--- src/rtl/rom_fetch_ctrl.sv ---
// Instruction-fetch controller: owns the PC, fetches from the 64-word ROM into a 2-entry FIFO.
// Optional misaligned-redirect trap built when FETCH_ALIGN_CHECK_EN is defined.
//
// state | meaning
// BOOT  | after reset, no fetch; moves to RUN on the next edge
// RUN   | normal fetch / redirect handling
// FAULT | misaligned redirect trapped; held until reset (FETCH_ALIGN_CHECK_EN only)
module rom_fetch_ctrl #(
    parameter logic [31:0] RESET_PC   = 32'h0000_0000,
    parameter int          FIFO_DEPTH = 2
) (
    input  logic        clk,
    input  logic        reset,
    output logic [31:0] rom_addr,
    input  logic [31:0] rom_instr,
    input  logic        stall,
    input  logic        redirect_valid,
    input  logic [31:0] redirect_pc,
    output logic        out_valid,
    input  logic        out_ready,
    output logic [31:0] out_instr,
    output logic [31:0] out_pc,
    output logic        fetch_fault
);

`ifdef FETCH_ALIGN_CHECK_EN
    typedef enum logic [1:0] {BOOT = 2'd0, RUN = 2'd1, FAULT = 2'd2} state_t;
`else
    typedef enum logic [1:0] {BOOT = 2'd0, RUN = 2'd1} state_t;
`endif

    localparam logic [1:0] DEPTH = 2'(FIFO_DEPTH);

    state_t      state, state_next;
    logic [31:0] pc, pc_next;
    logic [1:0]  count;
    logic [31:0] slot1_instr, slot1_pc;
    logic        push, pop, flush, fault_set;

    assign rom_addr  = {2'b00, pc[31:2]};
    assign out_valid = (count != 2'd0);

    always_comb begin
        state_next = state;
        pc_next    = pc;
        push       = 1'b0;
        pop        = 1'b0;
        flush      = 1'b0;
        fault_set  = 1'b0;
        case (state)
            BOOT: state_next = RUN;
            RUN: begin
                if (redirect_valid) begin
                    flush = 1'b1;
`ifdef FETCH_ALIGN_CHECK_EN
                    if (redirect_pc[1:0] != 2'b00) begin
                        fault_set  = 1'b1;
                        state_next = FAULT;
                    end else begin
                        pc_next = redirect_pc;
                    end
`else
                    pc_next = {redirect_pc[31:2], 2'b00};
`endif
                end else begin
                    pop  = out_valid && out_ready;
                    push = !stall && ((count < DEPTH) || pop);
                    if (push)
                        pc_next = pc + 32'd4;
                end
            end
`ifdef FETCH_ALIGN_CHECK_EN
            FAULT: state_next = FAULT;
`endif
            default: state_next = BOOT;
        endcase
    end

    always_ff @(posedge clk or posedge reset) begin
        if (reset) begin
            state <= BOOT;
            pc    <= RESET_PC;
        end else begin
            state <= state_next;
            pc    <= pc_next;
        end
    end

    // Two-slot shift FIFO: slot 0 is the head and drives out_* directly from flops.
    always_ff @(posedge clk or posedge reset) begin
        if (reset) begin
            count       <= 2'd0;
            out_instr   <= 32'd0;
            out_pc      <= 32'd0;
            slot1_instr <= 32'd0;
            slot1_pc    <= 32'd0;
        end else if (flush) begin
            count <= 2'd0;
        end else begin
            if (pop && push) begin
                if (count == 2'd1) begin
                    out_instr <= rom_instr;
                    out_pc    <= pc;
                end else begin
                    out_instr   <= slot1_instr;
                    out_pc      <= slot1_pc;
                    slot1_instr <= rom_instr;
                    slot1_pc    <= pc;
                end
            end else if (pop) begin
                out_instr <= slot1_instr;
                out_pc    <= slot1_pc;
                count     <= count - 2'd1;
            end else if (push) begin
                if (count == 2'd0) begin
                    out_instr <= rom_instr;
                    out_pc    <= pc;
                end else begin
                    slot1_instr <= rom_instr;
                    slot1_pc    <= pc;
                end
                count <= count + 2'd1;
            end
        end
    end

`ifdef FETCH_ALIGN_CHECK_EN
    always_ff @(posedge clk or posedge reset) begin
        if (reset)
            fetch_fault <= 1'b0;
        else if (fault_set)
            fetch_fault <= 1'b1;
    end
`else
    logic unused_fault_set;
    assign unused_fault_set = fault_set;
    assign fetch_fault      = 1'b0;
`endif

endmodule

--- config.mk ---
export PLATFORM = sky130hd
export DESIGN_NAME = rom_fetch_ctrl
export DESIGN_NICKNAME = d
export VERILOG_FILES = /design/src/rtl/rom_fetch_ctrl.sv
export SDC_FILE = /design/constraint.sdc
export NUM_CORES = 1
export LEC_CHECK = 0
export CAP_MARGIN = 10
export CORE_MARGIN = 10
export CORE_UTILIZATION = 60
export CTS_CLUSTER_SIZE = 10
export DETAILED_ROUTE_END_ITERATION = 8
export DONT_BUFFER_PORTS = 1
export PLACE_DENSITY = 0.83
export SYNTH_ARGS = -nofsm -noshare
export SYNTH_HDL_FRONTEND = slang
export SYNTH_SLANG_ARGS = --single-unit
--- constraint.sdc ---
create_clock -name clk -period 7 [get_ports clk]
set_input_delay 0.35 -clock clk [delete_from_list [all_inputs] [get_ports clk]]
set_output_delay 0.35 -clock clk [all_outputs]
set_load 0.05 [all_outputs]
==> summary.txt <==
Cells and area
  • Commonest cells after routing, fill and taps aside: dfrtp_1 (157), nand2_1 (76), o21ai_0 (75)
  • Area grow syn2layout: 9.52%
  • Design area: 8100 sq um
  • Layout cells sized above 1: 15.7%
  • Final std cells w/o fill: 827
  • Commonest non-fill, non-tap cell in the layout: dfrtp_1
  • NumNets Final: between 700 and 800

Clock network
  • Root Driver: clkbuf_16
  • CTS tree: yes
  • CTS Hold Bufs: 1
  • Clock Sinks: between 150 and 200
  • Clk_lat worst skew: slightly above 400 ps
  • CTS H-tree lvls: 4
  • Post-CTS sizing: 0
  • Clock slew at reported path FFs: roughly 60 ps
  • Postcts setup bufs: 0
  • Cts bufs inserted: 17
  • Clk buf depth: 2

Synthesis
  • Post-synthesis compound-gate area fraction: 12.6%
  • Post-synth top flop: dfrtp_1
  • Synth area leaders: dfrtp_1 (53%), mux2i_1 (9.2%), mux2_2 (8.1%), o21ai_0 (5.1%), nand2_1 (3.9%)
  • Area leader, netlist: dfrtp_1
  • Async set-reset flop share out of synthesis: 100%
  • Syn. warnings: 0
  • Synth Area in XOR/XNOR: 0.118%
  • Netlist Area Pre-Place: 7400 sq um
  • Yosys cell types: 58
  • Syn Inst Count: 666
  • Number of synthesized flops with an enable pin: 0
  • Synth top area share: a little over half
  • Sequential area share after synthesis: between 50% and 60%
  • Largest family of logic cells by synthesized area: multiplexers
  • Synth Area in Simple Gates: 10.8%
  • Avg Cell Area, Syn: ~11 sq um
  • Synth Register Bits: 157
  • Post-synthesis adder-cell area fraction: 0.507%
  • Mux share of post-synthesis cell area: 18.6%

Detailed routing
  • Vias: 5,196
  • Drt wl/cell: 22.2 um
  • Antenna-violating nets left: 0
  • Drt pass-1 iters: 5
  • Drt first-iter violations: 410
  • Vias/cell: 6.28
  • Total wire length: 18,400 um
  • DRC errors left: 0

Pwr
  • Pwr Total: slightly above 4000 uW
  • Power per cell area: 499 nW/um^2
  • Internal power: roughly 2300 uW
  • Clock power share: 24.7%
  • LEAKAGE: 0.00385 uW
  • Sw Ratio: 44.1%
  • Combinational power share: 17.1%
  • P_sw: 1780 uW
  • Peak supply drop: 0.216 mV
  • Reg power frac: 58.2%

Setup path
  • Worst Path Arrival: roughly 3700 ps
  • Crit path kind: reg2reg
  • CP Launch Type: flip-flop
  • End of the worst register-to-register path: slot1_instr[9]
  • End point of the critical path: slot1_instr[9]
  • Reg2reg setup slack: 3570 ps
  • Critical-path maximum fanout: 62
  • CP endpoint kind: flip-flop
  • Beginning of the critical path: state[0]
  • R2r startpoint: state[0]
  • Reg2Reg Depth: 6
  • Worst Path Required: between 7000 and 8000 ps

GRT
  • First-pass GRT wire length: 28,500 um
  • Antenna violations before repair: 0
  • GRT Util Overall: between 20% and 30%
  • Number of global-route vias before repair: 5,270
  • Largest net degree at the start of global routing: 84
  • Gr ovfl total: 0

Timing
  • RSZ-0062 raised after global routing: false
  • Layout Skew: 6.94 ps
  • Endpoints failing setup: 0
  • Final hold violations: 0
  • Final period util: between 40% and 50%
  • Fmax: 291 MHz
  • Slew @ Worst Pin: 1040 ps
  • Relative slew slack: 30.9%
  • Setup_tns: 0 ps
  • Max-slew violations: 0
  • Fin crit period: 3430 ps

Placement
  • Routability congestion estimate: 0.893
  • Dpl hpwl: 12,700 um
  • Placed cell areas: 7420 sq um
  • Placed Cells: a little under 800
  • Port Buffer Count: 0

Status
  • Status: complete, no violations

Die
  • Die Span Y: between 100 and 150 um
  • Starting Density: between 60% and 70%
  • Core area: 12,100 sq um
  • Site row count: 40
  • Die area: 17,200 sq um
  • Die width: 131 um
  • IO Pins: 167

Min path
  • Worst hold path class: in2reg

Job
  • Max Cap Viol: 0
power by group through the flow:
stage	combinational [uW]	clock (uW)	sequential, uW
6_report	692	997	2350
4_1_cts	695	1010	2360
5_1_grt	774	1060	2410
3_5_place_dp	689	0	2380
2_1_floorplan	598	0	2230
3_3_place_gp	637	0	2350
kinds of logic (layout without fill, tap and decap cells):
logic type               Yosys count  in the layout
AO/OA/AOI/OAI                    150            150
XOR/XNOR                           1              1
adder cells (fa/ha/maj)            3              3
buffers and inverters             61             49
flip-flops                       157            157
multiplexers                     130            130
other                              2              7
AND/OR/NAND/NOR                  162            162
sequential cells by signal (all words and copies together), names as in the netlist:
name and count:
state 1, count 2, slot1_instr 32, out_pc 30, slot1_pc 30, pc 30
out_instr 32
per-stage QoR:
stage	hold WS, ps	worst slack (ps)	utilization, %
2_1_floorplan	457	2420	-
3_3_place_gp	353	3790	61.6
3_5_place_dp	370	3670	61.6
4_1_cts	9.97	3610	67.0
5_1_grt	10.7	3430	67.2
6_report	23.0	3570	67.2
cell usage after synthesis (all sizes together), types with 2 or more instances:
cell / number
o22ai: 5
nor2b: 3
a22o: 2
a2bb2oi: 3
a21oi: 19
and2: 2
nor4: 2
mux2i: 68
nor2: 26
a31o: 2
dfrtp: 157
a211oi: 5
buf: 25
mux2: 62
a22oi: 7
nand4: 10
clkbuf: 25
nand2b: 3
nand3: 16
o21ai: 76
nor3: 5
or3: 2
and3: 6
o21a: 3
a311oi: 4
a41o: 4
nand2: 77
inv: 11
o32ai: 2
or4: 2
and4: 5
ha: 3
conb: 2
o22a: 5
a31oi: 6
final cells by class:
type / instances / area (sq um)
fillers: 923 / 3960
flip-flops and latches: 157 / 3930
multi-input cells: 452 / 3200
clock buffers: 19 / 453
well taps: 168 / 210
clock inverters: 12 / 193
repair buffers: 7 / 67.6
inverters: 11 / 46.3
diodes: 1 / 2.50
worst min path at each step:
stage,startpoint,to,cells after the start
detailed placement,reset,slot1_instr[22],1
global route,redirect_valid,count[1],1
floorplan,slot1_instr[19],slot1_instr[19],1
finish,redirect_valid,count[1],1
CTS,redirect_valid,count[1],1
global placement,reset,out_instr[21],1
per-layer routing:
layer  GRT usage, %  up-vias  share of wire (%)
met5              0        -                  0
met1           24.7     2578                 38
met2           34.3      220                 48
met3           8.90       44                 12
li1               -     2354                  -
met4           10.0        0                2.8
worst max-delay path, stage by stage, from the launching register on:
cell,delay (ps)
dfrtp_1,830
inv_1,320
nor2_1,510
nand2_2,220
a211oi_4,260
buf_4,650
mux2_2,420
Note: power is estimated with default switching activity, not from simulation.
